**config.mk**
```make
export PLATFORM = sky130hd
export DESIGN_NAME = scanline_fill_sequencer
export DESIGN_NICKNAME = d
export VERILOG_FILES = /design/src/rtl/scanline_fill_sequencer.sv
export SDC_FILE = /design/constraint.sdc
export NUM_CORES = 1
export LEC_CHECK = 0
export ABC_AREA = 1
export ABC_CLOCK_PERIOD_IN_PS = 3100
export CAP_MARGIN = 40
export CORE_MARGIN = 1.5
export CORE_UTILIZATION = 49
export DETAILED_ROUTE_END_ITERATION = 8
export PLACE_DENSITY = 0.76
export SLEW_MARGIN = 25
export SYNTH_ARGS = -nofsm -noshare
export SYNTH_HDL_FRONTEND = slang
export SYNTH_SLANG_ARGS = --single-unit
```
**constraint.sdc**
```tcl
create_clock -name clk -period 3.1 [get_ports clk]
set_input_delay 0.465 -clock clk [delete_from_list [all_inputs] [get_ports clk]]
set_output_delay 0.465 -clock clk [all_outputs]
set_load 0.03 [all_outputs]
```
**src/rtl/scanline_fill_sequencer.sv**
```systemverilog
// Multi-row polygon fill sequencer: one edge-math pass, then row fetch and span fill per row,
// with empty-row skip, abort and a per-handshake wait timeout.
module scanline_fill_sequencer #(
  parameter int unsigned COORD_W   = 10,
  parameter int unsigned TIMEOUT_W = 8,
  parameter int unsigned TIMEOUT   = 200
) (
  input  logic               clk,
  input  logic               n_rst,
  input  logic               fill_en,
  input  logic [COORD_W-1:0] y_start,
  input  logic [COORD_W-1:0] y_end,
  input  logic               abort,
  input  logic               math_done,
  input  logic               row_done,
  input  logic               row_empty,
  input  logic               fill_done,
  output logic               math_start,
  output logic               row_start,
  output logic               fill_start,
  output logic [COORD_W-1:0] row_y,
  output logic               busy,
  output logic               done,
  output logic               err_timeout
);

  typedef enum logic [3:0] {
    IDLE,
    MATH_GO,
    MATH_WAIT,
    ROW_GO,
    ROW_WAIT,
    FILL_GO,
    FILL_WAIT,
    NEXT,
    DONE
  } state_t;

  localparam bit                   TMO_EN   = (TIMEOUT != 0);
  localparam logic [TIMEOUT_W-1:0] TMO_LAST = TIMEOUT_W'(TIMEOUT - 1);

  state_t               state;
  state_t               state_next;
  logic [COORD_W-1:0]   row_y_next;
  logic [COORD_W-1:0]   y_end_q;
  logic [COORD_W-1:0]   y_end_next;
  logic [TIMEOUT_W-1:0] tmo_cnt;
  logic                 waiting;
  logic                 wait_done;
  logic                 timed_out;
  logic                 tmo_fire;

  // Next-state, row counter and timeout decision
  always_comb begin
    state_next = state;
    row_y_next = row_y;
    y_end_next = y_end_q;
    tmo_fire   = 1'b0;

    waiting   = (state == MATH_WAIT) || (state == ROW_WAIT) || (state == FILL_WAIT);
    wait_done = ((state == MATH_WAIT) && math_done) ||
                ((state == ROW_WAIT)  && row_done)  ||
                ((state == FILL_WAIT) && fill_done);
    timed_out = TMO_EN && waiting && !wait_done && (tmo_cnt == TMO_LAST);

    case (state)
      IDLE: begin
        if (fill_en) begin
          y_end_next = y_end;
          row_y_next = y_start;
          state_next = (y_start > y_end) ? DONE : MATH_GO;
        end
      end
      MATH_GO:   state_next = MATH_WAIT;
      MATH_WAIT: if (math_done) state_next = ROW_GO;
      ROW_GO:    state_next = ROW_WAIT;
      ROW_WAIT: begin
        if (row_done) state_next = row_empty ? NEXT : FILL_GO;
      end
      FILL_GO:   state_next = FILL_WAIT;
      FILL_WAIT: if (fill_done) state_next = NEXT;
      NEXT: begin
        // Compare before increment so y_end at the top of the range never wraps
        if (row_y == y_end_q) begin
          state_next = DONE;
        end else begin
          row_y_next = row_y + COORD_W'(1);
          state_next = ROW_GO;
        end
      end
      DONE:      state_next = IDLE;
      default:   state_next = IDLE;
    endcase

    // Abort outranks both done inputs and the timeout
    if ((state != IDLE) && abort) begin
      state_next = IDLE;
      row_y_next = row_y;
    end else if (timed_out) begin
      state_next = IDLE;
      tmo_fire   = 1'b1;
    end
  end

  always_ff @(posedge clk or negedge n_rst) begin
    if (!n_rst) begin
      state   <= IDLE;
      row_y   <= '0;
      y_end_q <= '0;
    end else begin
      state   <= state_next;
      row_y   <= row_y_next;
      y_end_q <= y_end_next;
    end
  end

  // Wait counter restarts on every entry into a WAIT state
  always_ff @(posedge clk or negedge n_rst) begin
    if (!n_rst) begin
      tmo_cnt <= '0;
    end else if (state_next != state) begin
      tmo_cnt <= '0;
    end else if (waiting) begin
      tmo_cnt <= tmo_cnt + TIMEOUT_W'(1);
    end
  end

  // Outputs registered alongside the state they belong to
  always_ff @(posedge clk or negedge n_rst) begin
    if (!n_rst) begin
      math_start  <= 1'b0;
      row_start   <= 1'b0;
      fill_start  <= 1'b0;
      busy        <= 1'b0;
      done        <= 1'b0;
      err_timeout <= 1'b0;
    end else begin
      math_start  <= (state_next == MATH_GO);
      row_start   <= (state_next == ROW_GO);
      fill_start  <= (state_next == FILL_GO);
      busy        <= (state_next != IDLE);
      done        <= (state_next == DONE);
      err_timeout <= tmo_fire;
    end
  end

endmodule
```
==> results of run 1 <==
-- state kept, by name, summed over array words and instances (netlist names) --
| name | cells |
|---|---|
| err_timeout | 1 |
| math_start | 1 |
| done | 1 |
| busy | 1 |
| tmo_cnt | 8 |
| y_end_q | 10 |
| row_y | 10 |
| row_start | 1 |
| state | 4 |
| fill_start | 1 |
-- worst paths after layout --
kind	start	endpoint	slack (ns)	cells past startpoint
max	y_end[9]	tmo_cnt[4]	0.86	15
min	n_rst	row_y[5]	0.14	1
max reg2reg	state[3]	row_y[8]	1.02	9
min reg2reg	y_end_q[8]	y_end_q[8]	0.51	2
max in group asynchronous	n_rst	tmo_cnt[2]	2.50	2
min in group clk	y_end_q[8]	y_end_q[8]	0.51	2
-- cell usage after synthesis, drive strengths merged, types with 3 or more instances --
| library cell | count |
|---|---|
| a21oi | 13 |
| a2bb2oi | 3 |
| dfrtp | 38 |
| ha | 12 |
| inv | 48 |
| nand2 | 88 |
| nand3 | 11 |
| nand4 | 5 |
| nor2 | 35 |
| nor3 | 6 |
| o211ai | 3 |
| o21ai | 20 |
| xnor2 | 6 |
| xor2 | 9 |
-- through the flow --
stage	hold WS [ns]	area, um2
2_1_floorplan	0.169	2400
3_3_place_gp	0.487	2880
3_5_place_dp	0.464	2910
4_1_cts	0.153	3000
5_1_grt	0.173	3000
6_report	0.136	3000
-- cells by family after synthesis --
| logic type | count (synthesis) | share of synthesized area (%) |
|---|---|---|
| and+or+nand+nor | 148 | 27.8 |
| muxes | 1 | 0.418 |
| adders and majority gates | 12 | 6.26 |
| buffers and inverters | 52 | 8.61 |
| AOI/OAI and AO/OA | 45 | 11.8 |
| DFF | 38 | 39.7 |
| xor gates and xnor gates | 15 | 5.48 |
-- per-layer routing --
layer	vias up	track usage (%)	wire (um)
li1	1081	-	-
met1	971	31.2	2490
met2	64	31.5	2190
met3	8	4.01	299
met4	0	7.97	102
met5	-	0	0
-- cell type report --
class                      instances  share of cell area (%)
clock buffer                       7                    2.88
clock inverter                     1                   0.167
inverter                          48                    6.01
multi-input combinational        221                    41.3
sequential                        38                    31.7
tap                               67                    2.80
timing repair buffer              44                    15.1
-- power by group --
group	total (W)	switching (W)	internal [W]	leakage (nW)
sequential	0.000839	0.000179	0.000661	0.484
combinational	0.00119	0.000716	0.000471	0.954
clock	0.000353	0.000174	0.000180	0.0482
total	0.00238	0.00107	0.00131	1.49
-- worst max-delay path, stage by stage --
cell             delay, ns
clkdlybuf4s50_1       0.45
inv_1                 0.05
ha_1                  0.28
nand2_1               0.07
nor2_1                0.18
nand3_1               0.10
nand3_1               0.09
nand2_1               0.07
nand2_1               0.08
nand3_1               0.09
nand2_1               0.16
nand2_1               0.07
nand2_1               0.10
nand2_4               0.11
nor2_2                0.09
==> results.sh, run 1 <==
export IMPL_run_status="completed"
export IMPL_p_leak_nw=1.49
export IMPL_period_share_pct=72.3
export IMPL_postRouteAntennaNets=0
export IMPL_hold_path_class="in2async"
export IMPL_htreeDepth=2
export IMPL_maxSlewViolCount=0
export IMPL_grt_pass1_wl_um=8790
export IMPL_ctsResizeCount=0
export IMPL_finClkSkew_ns=0.00600
export IMPL_drv_cap=0
export IMPL_rsz0062_at_grt="false"
export IMPL_clockBufferDepth=2
export IMPL_hold_buffers=0
export IMPL_async_reset_ff_share_pct=100
export IMPL_synthCells=311
export IMPL_cts_root_buf="clkbuf_8"
export IMPL_fin_nets=398
export IMPL_synth_area_leaders="dfrtp_1 40%, nand2_1 13%, inv_1 7.2%"
export IMPL_final_cell_mix="83 x nand2_1, 46 x inv_1, 42 x clkdlybuf4s50_1"
export IMPL_seq_area_um2=951
export IMPL_die_y_um=72.9
export IMPL_yosysWarnings=0
export IMPL_cp_data_required_time_ns=3.32
export IMPL_track_usage_pct=21.4
export IMPL_tns_ns=0
export IMPL_cp_start_kind="primary input"
export IMPL_max_vdd_ir_drop_mv=0.431
export IMPL_dieArea_um2=5320
export IMPL_row_count=25
export IMPL_grt_antenna_before_repair=0
export IMPL_power_w=0.00238
export IMPL_die_w_um=72.9
export IMPL_place_ws_ns=0.556
export IMPL_io_pin_count=44
export IMPL_multi_input_area_um2=1240
export IMPL_period_minus_slack_ns=2.24
export IMPL_clock_sinks=38
export IMPL_syn_area_per_cell_um2=7.71
export IMPL_stdcell_count=426
export IMPL_tightest_slew_ns=0.500
export IMPL_clk_pin_slew_worst_paths_ns=0.08
export IMPL_synth_seq_area_share_pct=39.7
export IMPL_worst_ep_arrival_time_ns=2.46
export IMPL_first_pass_iters=4
export IMPL_routabilityCongestion=0.902
export IMPL_syn_num_nets=351
export IMPL_io_buffers=43
export IMPL_hold_viol_final=0
export IMPL_crit_fanout=8
export IMPL_overflow=0
export IMPL_cts_tree="yes"
export IMPL_n_antenna_cell=0
export IMPL_dp_cells=418
export IMPL_totalWireLength_um=5080
export IMPL_drtIter0Drc=149
export IMPL_fillers=418
export IMPL_coreArea_um2=4720
export IMPL_slew_headroom_pct=66.7
export IMPL_hpwl_um=3860
export IMPL_grt_pass1_vias=1924
export IMPL_post_drt_wl_per_cell_um=11.9
export IMPL_path_class="in2reg"
export IMPL_final_common_cell="nand2_1"
export IMPL_start_util_pct=50.8
export IMPL_power_density_nw_per_um2=793
export IMPL_route_vias_total=2124
export IMPL_layout_setup_ws_ns=0.858
export IMPL_netlist_area_leader_share_pct=39.7
export IMPL_synth_seq_cells=38
export IMPL_synth_edf_count=0
export IMPL_setup_violations=0
export IMPL_areaGrowthSynthToFinish_pct=25.1
export IMPL_clk_latency_ns=0.29
export IMPL_ys_types=33
export IMPL_route_detailed_drc=0
export IMPL_final_core_util_pct=63.5
export IMPL_cts_buffers=5
export IMPL_avgViaCountPerCell=4.99
export IMPL_drive_gt1_share_pct=9.19
export IMPL_fmax_mhz=446
export IMPL_grt_max_degree=23
export IMPL_netlist_top_cell_by_area="dfrtp_1"
export IMPL_yosys_most_used_dff="dfrtp_1"
export IMPL_cts_setup_buffers=0
export IMPL_crit_path_end_kind="flop"
export IMPL_synth_area_um2=2400
Note: power is estimated with default switching activity, not from simulation.
==> run 2, diff against run 1 <==
--- a/config.mk
+++ b/config.mk
@@ -6,12 +6,12 @@
 export NUM_CORES = 1
 export LEC_CHECK = 0
 export ABC_AREA = 1
-export ABC_CLOCK_PERIOD_IN_PS = 3100
+export ABC_CLOCK_PERIOD_IN_PS = 2050
 export CAP_MARGIN = 40
 export CORE_MARGIN = 1.5
-export CORE_UTILIZATION = 49
+export CORE_UTILIZATION = 47
 export DETAILED_ROUTE_END_ITERATION = 8
-export PLACE_DENSITY = 0.76
+export PLACE_DENSITY = 0.77
 export SLEW_MARGIN = 25
 export SYNTH_ARGS = -nofsm -noshare
 export SYNTH_HDL_FRONTEND = slang
==> constraint.sdc (replaced) <==
create_clock -name clk -period 2.05 [get_ports clk]
set_input_delay 0.3075 -clock clk [delete_from_list [all_inputs] [get_ports clk]]
set_output_delay 0.3075 -clock clk [all_outputs]
set_load 0.03 [all_outputs]
==> run 2 against run 1 <==
Compared with the run above: final area grew 8.6%; first-iteration DRC count shrank 11%; combinational power rose by 68%.
==> results.sh, run 2 (synthesis results as in run 1) <==
export IMPL_areaGrowthSynthToFinish_pct=35.9
export IMPL_first_pass_iters=4
export IMPL_grt_max_degree=22
export IMPL_worst_ep_arrival_time_ns=2.20
export IMPL_dieArea_um2=5540
export IMPL_start_util_pct=49.8
export IMPL_clk_latency_ns=0.30
export IMPL_track_usage_pct=22.1
export IMPL_place_area_um2=2990
export IMPL_cts_setup_buffers=0
export IMPL_finClkSkew_ns=0.00514
export IMPL_maxSlewViolCount=0
export IMPL_crit_fanout=8
export IMPL_cp_start_kind="primary input"
export IMPL_setup_violations=0
export IMPL_postRouteAntennaNets=0
export IMPL_run_status="completed"
export IMPL_clk_pin_slew_worst_paths_ns=0.08
export IMPL_final_common_cell="nand2_1"
export IMPL_drive_gt1_share_pct=18.2
export IMPL_routabilityCongestion=0.810
export IMPL_route_detailed_drc=0
export IMPL_period_minus_slack_ns=1.96
export IMPL_row_count=25
export IMPL_max_vdd_ir_drop_mv=0.714
export IMPL_overflow=0
export IMPL_top_regs="row_y (10), y_end_q (10), tmo_cnt (8)"
export IMPL_cts_tree="yes"
export IMPL_clock_sinks=38
export IMPL_crit_path_end_kind="flop"
export IMPL_p_leak_nw=1.58
export IMPL_hold_path_class="reg2reg"
export IMPL_io_pin_count=44
export IMPL_die_y_um=74.4
export IMPL_route_vias_total=2224
export IMPL_grt_pass1_wl_um=9310
export IMPL_slew_headroom_pct=66.3
export IMPL_n_antenna_cell=0
export IMPL_htreeDepth=2
export IMPL_clockBufferDepth=2
export IMPL_coreArea_um2=4820
export IMPL_final_cell_mix="74 x nand2_1, 45 x inv_1, 42 x clkdlybuf4s50_1"
export IMPL_totalWireLength_um=5750
export IMPL_hold_slack_ns=0.517
export IMPL_cts_root_buf="clkbuf_8"
export IMPL_post_drt_wl_per_cell_um=13.0
export IMPL_fin_nets=413
export IMPL_fmax_mhz=510
export IMPL_drv_cap=0
export IMPL_die_w_um=74.4
export IMPL_io_buffers=43
export IMPL_tightest_slew_ns=0.506
export IMPL_drtIter0Drc=132
export IMPL_power_density_nw_per_um2=1250
export IMPL_cts_buffers=5
export IMPL_hold_viol_final=0
export IMPL_grt_pass1_vias=2036
export IMPL_cp_data_required_time_ns=2.29
export IMPL_hpwl_um=3980
export IMPL_avgViaCountPerCell=5.04
export IMPL_period_share_pct=95.6
export IMPL_path_class="in2reg"
export IMPL_grt_antenna_before_repair=0
export IMPL_design_area_um2=3260
==> run 2: cell types whose count changed in the layout (fill, tap and decap cells not counted), sizes merged <==
cell / delta
buf: +14
bufinv: +2
clkbuf: -2
dlygate4sd3: +1
==> run 2: stage by stage <==
step / instances / util (%) / setup TNS [ns] / setup WS, ns / power, W
5_1_grt: 441 / 67.6 / -0.282 / -0.0405 / 0.00435
4_1_cts: 441 / 65.2 / 0 / 0.0205 / 0.00393
3_3_place_gp: 432 / 62.1 / -2.18 / -0.208 / 0.00309
3_5_place_dp: 432 / 62.1 / -3.02 / -0.280 / 0.00314
2_1_floorplan: 311 / - / 0 / 0.322 / 0.00253
6_report: 441 / 67.6 / 0 / 0.0901 / 0.00406
==> run 2: power breakdown <==
group          internal, W  switching [W]
Combinational     0.000805        0.00120
Sequential        0.000998       0.000281
Clock             0.000488       0.000294
==> run 2: routing by layer <==
layer / vias to the layer above / global-route usage, % / routed length, um
met5: - / 0 / 0
met4: 0 / 8.89 / 99
met3: 8 / 2.57 / 295
met2: 64 / 35.5 / 2740
met1: 1035 / 30.5 / 2610
li1: 1117 / - / -
==> run 2: cell type report <==
| cell class | instances | area (um2) |
|---|---|---|
| Timing Repair Buffer | 59 | 548 |
| Fill cell | 402 | 1560 |
| Clock inverter | 3 | 68.8 |
| Inverter | 48 | 180 |
| Sequential cell | 38 | 951 |
| Tap cell | 67 | 83.8 |
| Clock buffer | 5 | 68.8 |
| Multi-Input combinational cell | 221 | 1360 |
==> run 2: worst paths after layout <==
path	end	startpoint	cells after the start	slack [ns]
max	tmo_cnt[7]	y_start[2]	14	0.09
min in group asynchronous	y_end_q[8]	n_rst	2	0.53
max in group asynchronous	busy	n_rst	3	0.98
min reg2reg	y_end_q[3]	y_end_q[3]	2	0.52
max reg2reg	tmo_cnt[7]	tmo_cnt[0]	12	0.14
min	y_end_q[3]	y_end_q[3]	2	0.52
==> run 2: worst max-delay path, cell delays in order <==
cell,delay [ns]
clkdlybuf4s50_1,0.50
ha_4,0.33
nand2_1,0.07
nor2_2,0.14
nand3_2,0.09
nand3_2,0.09
nand2_2,0.07
nand2_2,0.08
nand3_2,0.07
nand2_1,0.08
nand2_1,0.06
nand2_2,0.11
nand2_8,0.10
nor2_2,0.09
==> run 2: timing repair <==
action                                  4_1_cts  5_1_grt
gates resized for setup                       0       25
hold buffers                                  1        0
endpoints found under the setup margin        0       14
hold endpoints to repair                     19        0
